**src/rtl/msx_sdram_arbiter.sv**
```systemverilog
// SDRAM arbiter for the MSX core: serialises download, CPU slot and NVRAM backup
// byte accesses onto one SDRAM controller port, with a starvation guard and a watchdog.
module msx_sdram_arbiter #(
  parameter int STARVE_LIMIT = 8,
  parameter int TIMEOUT      = 255
) (
  input  logic        clk,
  input  logic        reset_n,
  input  logic        dw_req,
  input  logic [24:0] dw_addr,
  input  logic [7:0]  dw_din,
  output logic        dw_ack,
  input  logic        cpu_req,
  input  logic        cpu_we,
  input  logic [24:0] cpu_addr,
  input  logic [7:0]  cpu_din,
  output logic [7:0]  cpu_dout,
  output logic        cpu_ack,
  input  logic        bk_req,
  input  logic        bk_we,
  input  logic [24:0] bk_addr,
  input  logic [7:0]  bk_din,
  output logic [7:0]  bk_dout,
  output logic        bk_ack,
  output logic [24:0] sdram_addr,
  output logic [7:0]  sdram_din,
  output logic        sdram_rd,
  output logic        sdram_we,
  input  logic        sdram_ready,
  input  logic [7:0]  sdram_dout,
  output logic        busy,
  output logic        timeout_err
);

  localparam logic [3:0] SLIM = 4'(STARVE_LIMIT);
  localparam logic [7:0] TMO  = 8'(TIMEOUT);

  typedef enum logic [1:0] {IDLE, ISSUE, WAIT, DONE} state_t;
  typedef enum logic [1:0] {OWN_DW, OWN_CPU, OWN_BK} owner_t;

  state_t     state, state_nxt;
  owner_t     owner;
  logic       we_l;
  logic [7:0] wd_cnt;
  logic [3:0] starve_cnt;
  logic       bk_force, gnt_dw, gnt_cpu, gnt_bk, wd_hit;
  logic [7:0] rd_val;

  // Backup is forced past the CPU once it has been starved long enough; download never yields.
  assign bk_force = (starve_cnt == SLIM) && bk_req;
  assign gnt_dw   = (state == IDLE) && dw_req;
  assign gnt_cpu  = (state == IDLE) && !dw_req && cpu_req && !bk_force;
  assign gnt_bk   = (state == IDLE) && !dw_req && bk_req && (!cpu_req || bk_force);
  assign wd_hit   = (wd_cnt == TMO);
  assign rd_val   = sdram_ready ? sdram_dout : 8'hFF;

  always_comb begin
    state_nxt = state;
    sdram_rd  = 1'b0;
    sdram_we  = 1'b0;
    dw_ack    = 1'b0;
    cpu_ack   = 1'b0;
    bk_ack    = 1'b0;
    busy      = (state != IDLE);
    case (state)
      IDLE:  if (gnt_dw || gnt_cpu || gnt_bk) state_nxt = ISSUE;
      ISSUE: begin
        sdram_rd  = !we_l;
        sdram_we  = we_l;
        state_nxt = WAIT;
      end
      WAIT:  if (sdram_ready || wd_hit) state_nxt = DONE;
      DONE: begin
        dw_ack    = (owner == OWN_DW);
        cpu_ack   = (owner == OWN_CPU);
        bk_ack    = (owner == OWN_BK);
        state_nxt = IDLE;
      end
      default: state_nxt = IDLE;
    endcase
  end

  always_ff @(posedge clk or negedge reset_n) begin
    if (!reset_n) state <= IDLE;
    else          state <= state_nxt;
  end

  always_ff @(posedge clk or negedge reset_n) begin
    if (!reset_n) begin
      owner       <= OWN_DW;
      we_l        <= 1'b0;
      sdram_addr  <= '0;
      sdram_din   <= '0;
      cpu_dout    <= 8'hFF;
      bk_dout     <= 8'hFF;
      wd_cnt      <= '0;
      timeout_err <= 1'b0;
    end else begin
      case (state)
        IDLE: begin
          if (gnt_dw) begin
            owner      <= OWN_DW;
            we_l       <= 1'b1;
            sdram_addr <= dw_addr;
            sdram_din  <= dw_din;
          end else if (gnt_cpu) begin
            owner      <= OWN_CPU;
            we_l       <= cpu_we;
            sdram_addr <= cpu_addr;
            sdram_din  <= cpu_din;
          end else if (gnt_bk) begin
            owner      <= OWN_BK;
            we_l       <= bk_we;
            sdram_addr <= bk_addr;
            sdram_din  <= bk_din;
          end
        end
        // wd_cnt counts WAIT cycles including the current one, so the abort
        // lands TIMEOUT cycles into WAIT and the ack TIMEOUT+1 after the strobe.
        ISSUE: wd_cnt <= 8'd1;
        WAIT: begin
          wd_cnt <= wd_cnt + 8'd1;
          if (sdram_ready || wd_hit) begin
            if (!sdram_ready) timeout_err <= 1'b1;
            if (!we_l) begin
              if (owner == OWN_CPU) cpu_dout <= rd_val;
              if (owner == OWN_BK)  bk_dout  <= rd_val;
            end
          end
        end
        default: ;
      endcase
    end
  end

  always_ff @(posedge clk or negedge reset_n) begin
    if (!reset_n)                      starve_cnt <= '0;
    else if (!bk_req || gnt_bk)        starve_cnt <= '0;
    else if (gnt_cpu && starve_cnt < SLIM) starve_cnt <= starve_cnt + 4'd1;
  end

endmodule

```
**config.mk**
```make
export PLATFORM = sky130hd
export DESIGN_NAME = msx_sdram_arbiter
export DESIGN_NICKNAME = d
export VERILOG_FILES = /design/src/rtl/msx_sdram_arbiter.sv
export SDC_FILE = /design/constraint.sdc
export NUM_CORES = 1
export LEC_CHECK = 0
export CAP_MARGIN = 20
export CORE_ASPECT_RATIO = 0.75
export CORE_MARGIN = 2
export CORE_UTILIZATION = 40
export CTS_CLUSTER_SIZE = 40
export DETAILED_ROUTE_END_ITERATION = 12
export GPL_TIMING_DRIVEN = 0
export PLACE_DENSITY = 0.79
export RECOVER_POWER = 50
export SLEW_MARGIN = 20
export SYNTH_ARGS = -nofsm -noshare
export SYNTH_HDL_FRONTEND = slang
export SYNTH_SLANG_ARGS = --single-unit
export TNS_END_PERCENT = 50
```
**constraint.sdc**
```tcl
create_clock -name clk -period 2.38 [get_ports clk]
set_input_delay 0.238 -clock clk [delete_from_list [all_inputs] [get_ports clk]]
set_output_delay 0.238 -clock clk [all_outputs]
set_load 0.02 [all_outputs]
```
# ---- Yosys cells after proc, flatten, opt, wreduce, memory -nomap -nowiden
# Index checks and enable logic that the tools add are counted.
dict set report word_totals {
  ff_bits 67
}
dict set report op_classes {
  add_sub_neg 2
  magnitude_cmp 1
  n_eq_ne 9
  mux 24
  bitwise 2
  n_reduce_logical 29
}
# cell n
set op_table {}
lappend op_table {{$mux 25} 3}
lappend op_table {{$mux 8} 4}
lappend op_table {{$pmux 8 s2} 1}
lappend op_table {{$mux 2} 5}
lappend op_table {{$add 8x1->8 const B} 1}
lappend op_table {{$eq 8x8->1 const B} 1}
lappend op_table {{$logic_and 1x1->1} 8}
lappend op_table {{$mux 1} 8}
lappend op_table {{$mux 4} 2}
lappend op_table {{$pmux 2 s4} 1}
lappend op_table {{$reduce_and 4->1} 2}
lappend op_table {{$eq 2x2->1 const B} 3}
lappend op_table {{$reduce_bool 2->1} 3}
lappend op_table {{$logic_not 1->1} 5}
lappend op_table {{$logic_or 1x1->1} 5}
lappend op_table {{$add 4x1->4 const B} 1}
lappend op_table {{$eq 2x1->1 const B} 2}
lappend op_table {{$eq 4x4->1 const B} 1}
lappend op_table {{$logic_not 2->1} 2}
lappend op_table {{$lt 4x4->1 const B} 1}
lappend op_table {{$reduce_and 2->1} 2}
lappend op_table {{$reduce_and 3->1} 1}
lappend op_table {{$reduce_bool 3->1} 1}
lappend op_table {{$ne 2x1->1 const B} 1}
lappend op_table {{other kinds (2)} 3}

# ---- Logic depth before layout (Yosys ltp)
dict set report logic_depth {
  ltp_word 8
  ltp_mapped 8
  mapped_depth_nobuf 6
}

# ---- Worst setup path after synthesis
# No wires, ideal clock.
dict set report synth_timing {
  path_kind {register -> register}
  start {register state[0]}
  end {register cpu_dout[0]}
  setup_ns 0.075
  arrival_time_ns 1.693
  required_time_ns 2.305
  slack_ns 0.612
  path_stages_with_launch 9
  path_buffers 2
  cell_sequence {dfrtp_1 > inv_1 > ha_1 > buf_6 > inv_6 > nor4b_4 > nor2b_1 > buf_4 > a2bb2oi_1}
}
dict set report synth_between {
  elab_chain_cells 2
}
# element line
set synth_rtl {}
lappend synth_rtl {{from (decl)} 41} ;# state_t state, state_nxt;
lappend synth_rtl {{from (signal assigned)} 85} ;# else state <= state_nxt;
lappend synth_rtl {{$eq 2x2->1} 99} ;# case (state)
lappend synth_rtl {{$reduce_and 4->1 (no line)} --}
lappend synth_rtl {{to (signal assigned)} 126} ;# if (owner == OWN_CPU) cpu_dout <= rd_val;
lappend synth_rtl {{to (decl)} 17} ;# output logic [7:0] cpu_dout,
# Every way passes these cells.
# A chain may end at the register's enable or synchronous reset.

# ---- Worst setup path after layout
# Ends and elaborated chain as after synthesis.

==> impl_metrics.yaml <==
sta:
  finalSetupViolCount: 0
  finClkSkew_ns: 0.0118
  finalCriticalPeriod_ns: 2.14
  setup_tns_ns: 0
  relSlewSlack_pct: -12.6
  final_max_slew_viol_count: 31
  final_hold_viol_count: 0
  max_freq_ghz: 0.466
  rsz0062_at_grt: "false"
  tightest_slew_ns: 1.69
  worst_slack_ns: 0.236
  hold_ws_ns: 0.472
  min_period_over_period_pct: 90.1
drt:
  route.met3.wl_um: 901
  via_per_inst: 5.33
  wl_per_cell_um: 17.1
  top_layer: "met4"
  first_pass_iters: 4
  antenna_left: 0
  routed_wl_mm: 10.7
  wl_met2_mm: 5.15
  drt-met1-wl_mm: 4.54
  vias: 3353
  drc_errors: 0
  drt_iter0_drc: 156
cells_and_area:
  area_growth_pct: 61.7
  final_area_um2: 5460
  antenna_cells: 0
  fin_nets: 642
  layout-drive-gt1-share_pct: 11.3
  utilization_pct: 68.1
  stdcell_count: 629
global_route:
  grt_pass1_vias: 3326
  antenna_found_initial: 0
  grt_pass1_wl_mm: 16.6
  overflow: 0
  grt_usage_pct: 23.0
  grt_max_degree: 38
synthesis:
  yosys-top-cells-area: "dfrtp_1 38%, dfstp_2 12%, o31ai_1 7.6%"
  syn_avg_cell_area_um2: 10.1
  synth_common_cells: "51 x dfrtp_1, 50 x nor2_1, 42 x nand2_1"
  ys_ff_latch: 67
  synth-edff-count: 0
  netlist_instances: 336
  syn_nets: 459
  yosys.area.top_type: "dfrtp_1"
  async_flop_share_pct: 100
  syn_area_um2: 3380
  synth_seq_area_share_pct: 50.2
  yosysWarnings: 0
  synth_flop_cell: "dfrtp_1"
  synth_top_area_share_pct: 37.8
  synth.most_common_cell: "dfrtp_1"
  synth.distinct_cells: 44
place:
  dpl_cell_area_um2: 5230
  dp_hpwl_mm: 8.20
  gp_congestion: 0.844
  dpl.cell_count: 612
  portBuffers: 170
  pre_cts_ws_ns: 0.236
floorplanning:
  dieHeight_um: 83.6
  io_pins: 171
  core_um2: 8020
  start_util_pct: 42.1
  rows: 28
  die_w_um: 110
  fp.dieArea_um2: 9200
setup_path:
  cp_cell_sequence: "inv_1 > ha_1 > buf_6 > inv_6 > nor4b_4 > nor2b_1 > buf_4 > a2bb2oi_1"
  slowest_delay_ns: 0.57
  start_kind: "register"
  crit_required_ns: 2.65
  crit_fanout: 10
  critPathKind: "reg -> reg"
  cpMaxStageDelayCell: "nor4b_4"
  critPathArrivalTime_ns: 2.41
  crit_path_end_kind: "register"
power:
  p_leak_nw: 2.29
  power.density_nw_per_um2: 1150
  fin_total_pwr_mw: 6.30
  ir_drop_mv: 0.587
status:
  status: "finished, violations left"
  violations: "max-capacitance violations, max-slew violations"
run:
  cap_violations: 1
cts:
  cts_buffers: 9
  ctsHtreeMaxLevel: 3
  clock_latency_ns: 0.35
  root_buffer: "clkbuf_8"
  cts.sinks: 67
  clockBufferDepth: 2
  cts_tree: "done"
  cts_resized: 0
  clk_pin_slew_ns: 0.07
worst_hold_path:
  min_path_type: "reg -> reg"
## final timing paths
kind	start	cells after the start	end	slack, ns
max reg2reg	state[0]	8	cpu_dout[0]	0.24
min in group asynchronous	reset_n	2	wd_cnt[7]	0.86
max in group asynchronous	reset_n	2	sdram_addr[9]	0.53
min	sdram_addr[11]	2	sdram_addr[11]	0.47
max	state[0]	8	cpu_dout[0]	0.24
min reg2reg	sdram_addr[11]	2	sdram_addr[11]	0.47
## power breakdown
part / total (mW) / switching, mW / internal (mW) / leakage (nW)
Combinational: 3.15 / 1.67 / 1.48 / 1.38
Sequential: 2.06 / 0.322 / 1.74 / 0.800
Clock: 1.08 / 0.459 / 0.625 / 0.110
## per-layer routing
| metal | track usage [%] | up-vias |
|---|---|---|
| met1 | 29.1 | 1630 |
| met3 | 6.79 | 15 |
| met2 | 38.8 | 118 |
| li1 | - | 1590 |
| met4 | 4.77 | 0 |
| met5 | 0 | - |
## final cells by class
type	instances	area, µm²
Fill cell	656	2560
Timing Repair Buffer	172	1730
Sequential cell	67	1700
Multi-Input combinational cell	238	1510
Clock buffer	11	141
Tap cell	105	131
Buffer	21	128
Clock inverter	5	85.1
Inverter	10	42.5
## cells by family after synthesis
| group | synth area share (%) |
|---|---|
| simple gates | 16.8 |
| compound gates | 23.5 |
| flops | 50.2 |
| buf+inv | 5.04 |
| fa+ha+maj | 2.96 |
| xor+xnor | 0.778 |
| mux | 0.667 |
## critical path, delay by kind of cell, from the launching register on
| family | cells | cell delay (ns) |
|---|---|---|
| buffers and inverters | 4 | 0.51 |
| flip-flops | 1 | 0.42 |
| AND/OR/NAND/NOR | 2 | 0.78 |
| adder cells (fa/ha/maj) | 1 | 0.18 |
| AO/OA/AOI/OAI | 1 | 0.18 |
## layout by cell type (no fill, tap or decap), types with 2 or more instances in the layout
cell             Yosys  final
a21oi_1              6      6
and3b_1              2      2
bufinv_16            0      2
inv_1                7      7
ha_1                 8      8
dfstp_2             16     16
mux2_2               2      2
o22ai_1             26     26
clkinv_1             2      2
dlygate4sd3_1        0     27
nor3_1               4      4
clkbuf_8             0     10
nor2b_1              5      5
nor2_1              50     50
o31ai_1             34     34
a22o_1               2      2
a2bb2oi_1           16     16
inv_6                1      2
nand2_1             42     42
or3_1                2      2
buf_4                2      2
buf_2                3      3
nand3_1              5      5
buf_6                5      5
o21ai_0              6      6
xnor2_1              2      2
clkbuf_1            11     13
nor4b_4              2      2
o22ai_2              7      7
clkdlybuf4s50_1      0    143
dfrtp_1             51     51
## flip-flops by register name, summed over array words and instances (netlist names)
| name | count |
|---|---|
| cpu_dout | 8 |
| wd_cnt | 8 |
| bk_dout | 8 |
| starve_cnt | 4 |
| sdram_din | 8 |
| timeout_err | 1 |
| we_l | 1 |
| owner | 2 |
| state | 2 |
| sdram_addr | 25 |
## what timing repair did
| item | 4_1_cts | 5_1_grt |
|---|---|---|
| setup endpoints to repair | 0 | 0 |
| buffers inserted | 0 | 0 |
| hold buffers | 1 | 0 |
| endpoints found under the hold margin | 14 | 0 |
Note: power is estimated with default switching activity, not from simulation.
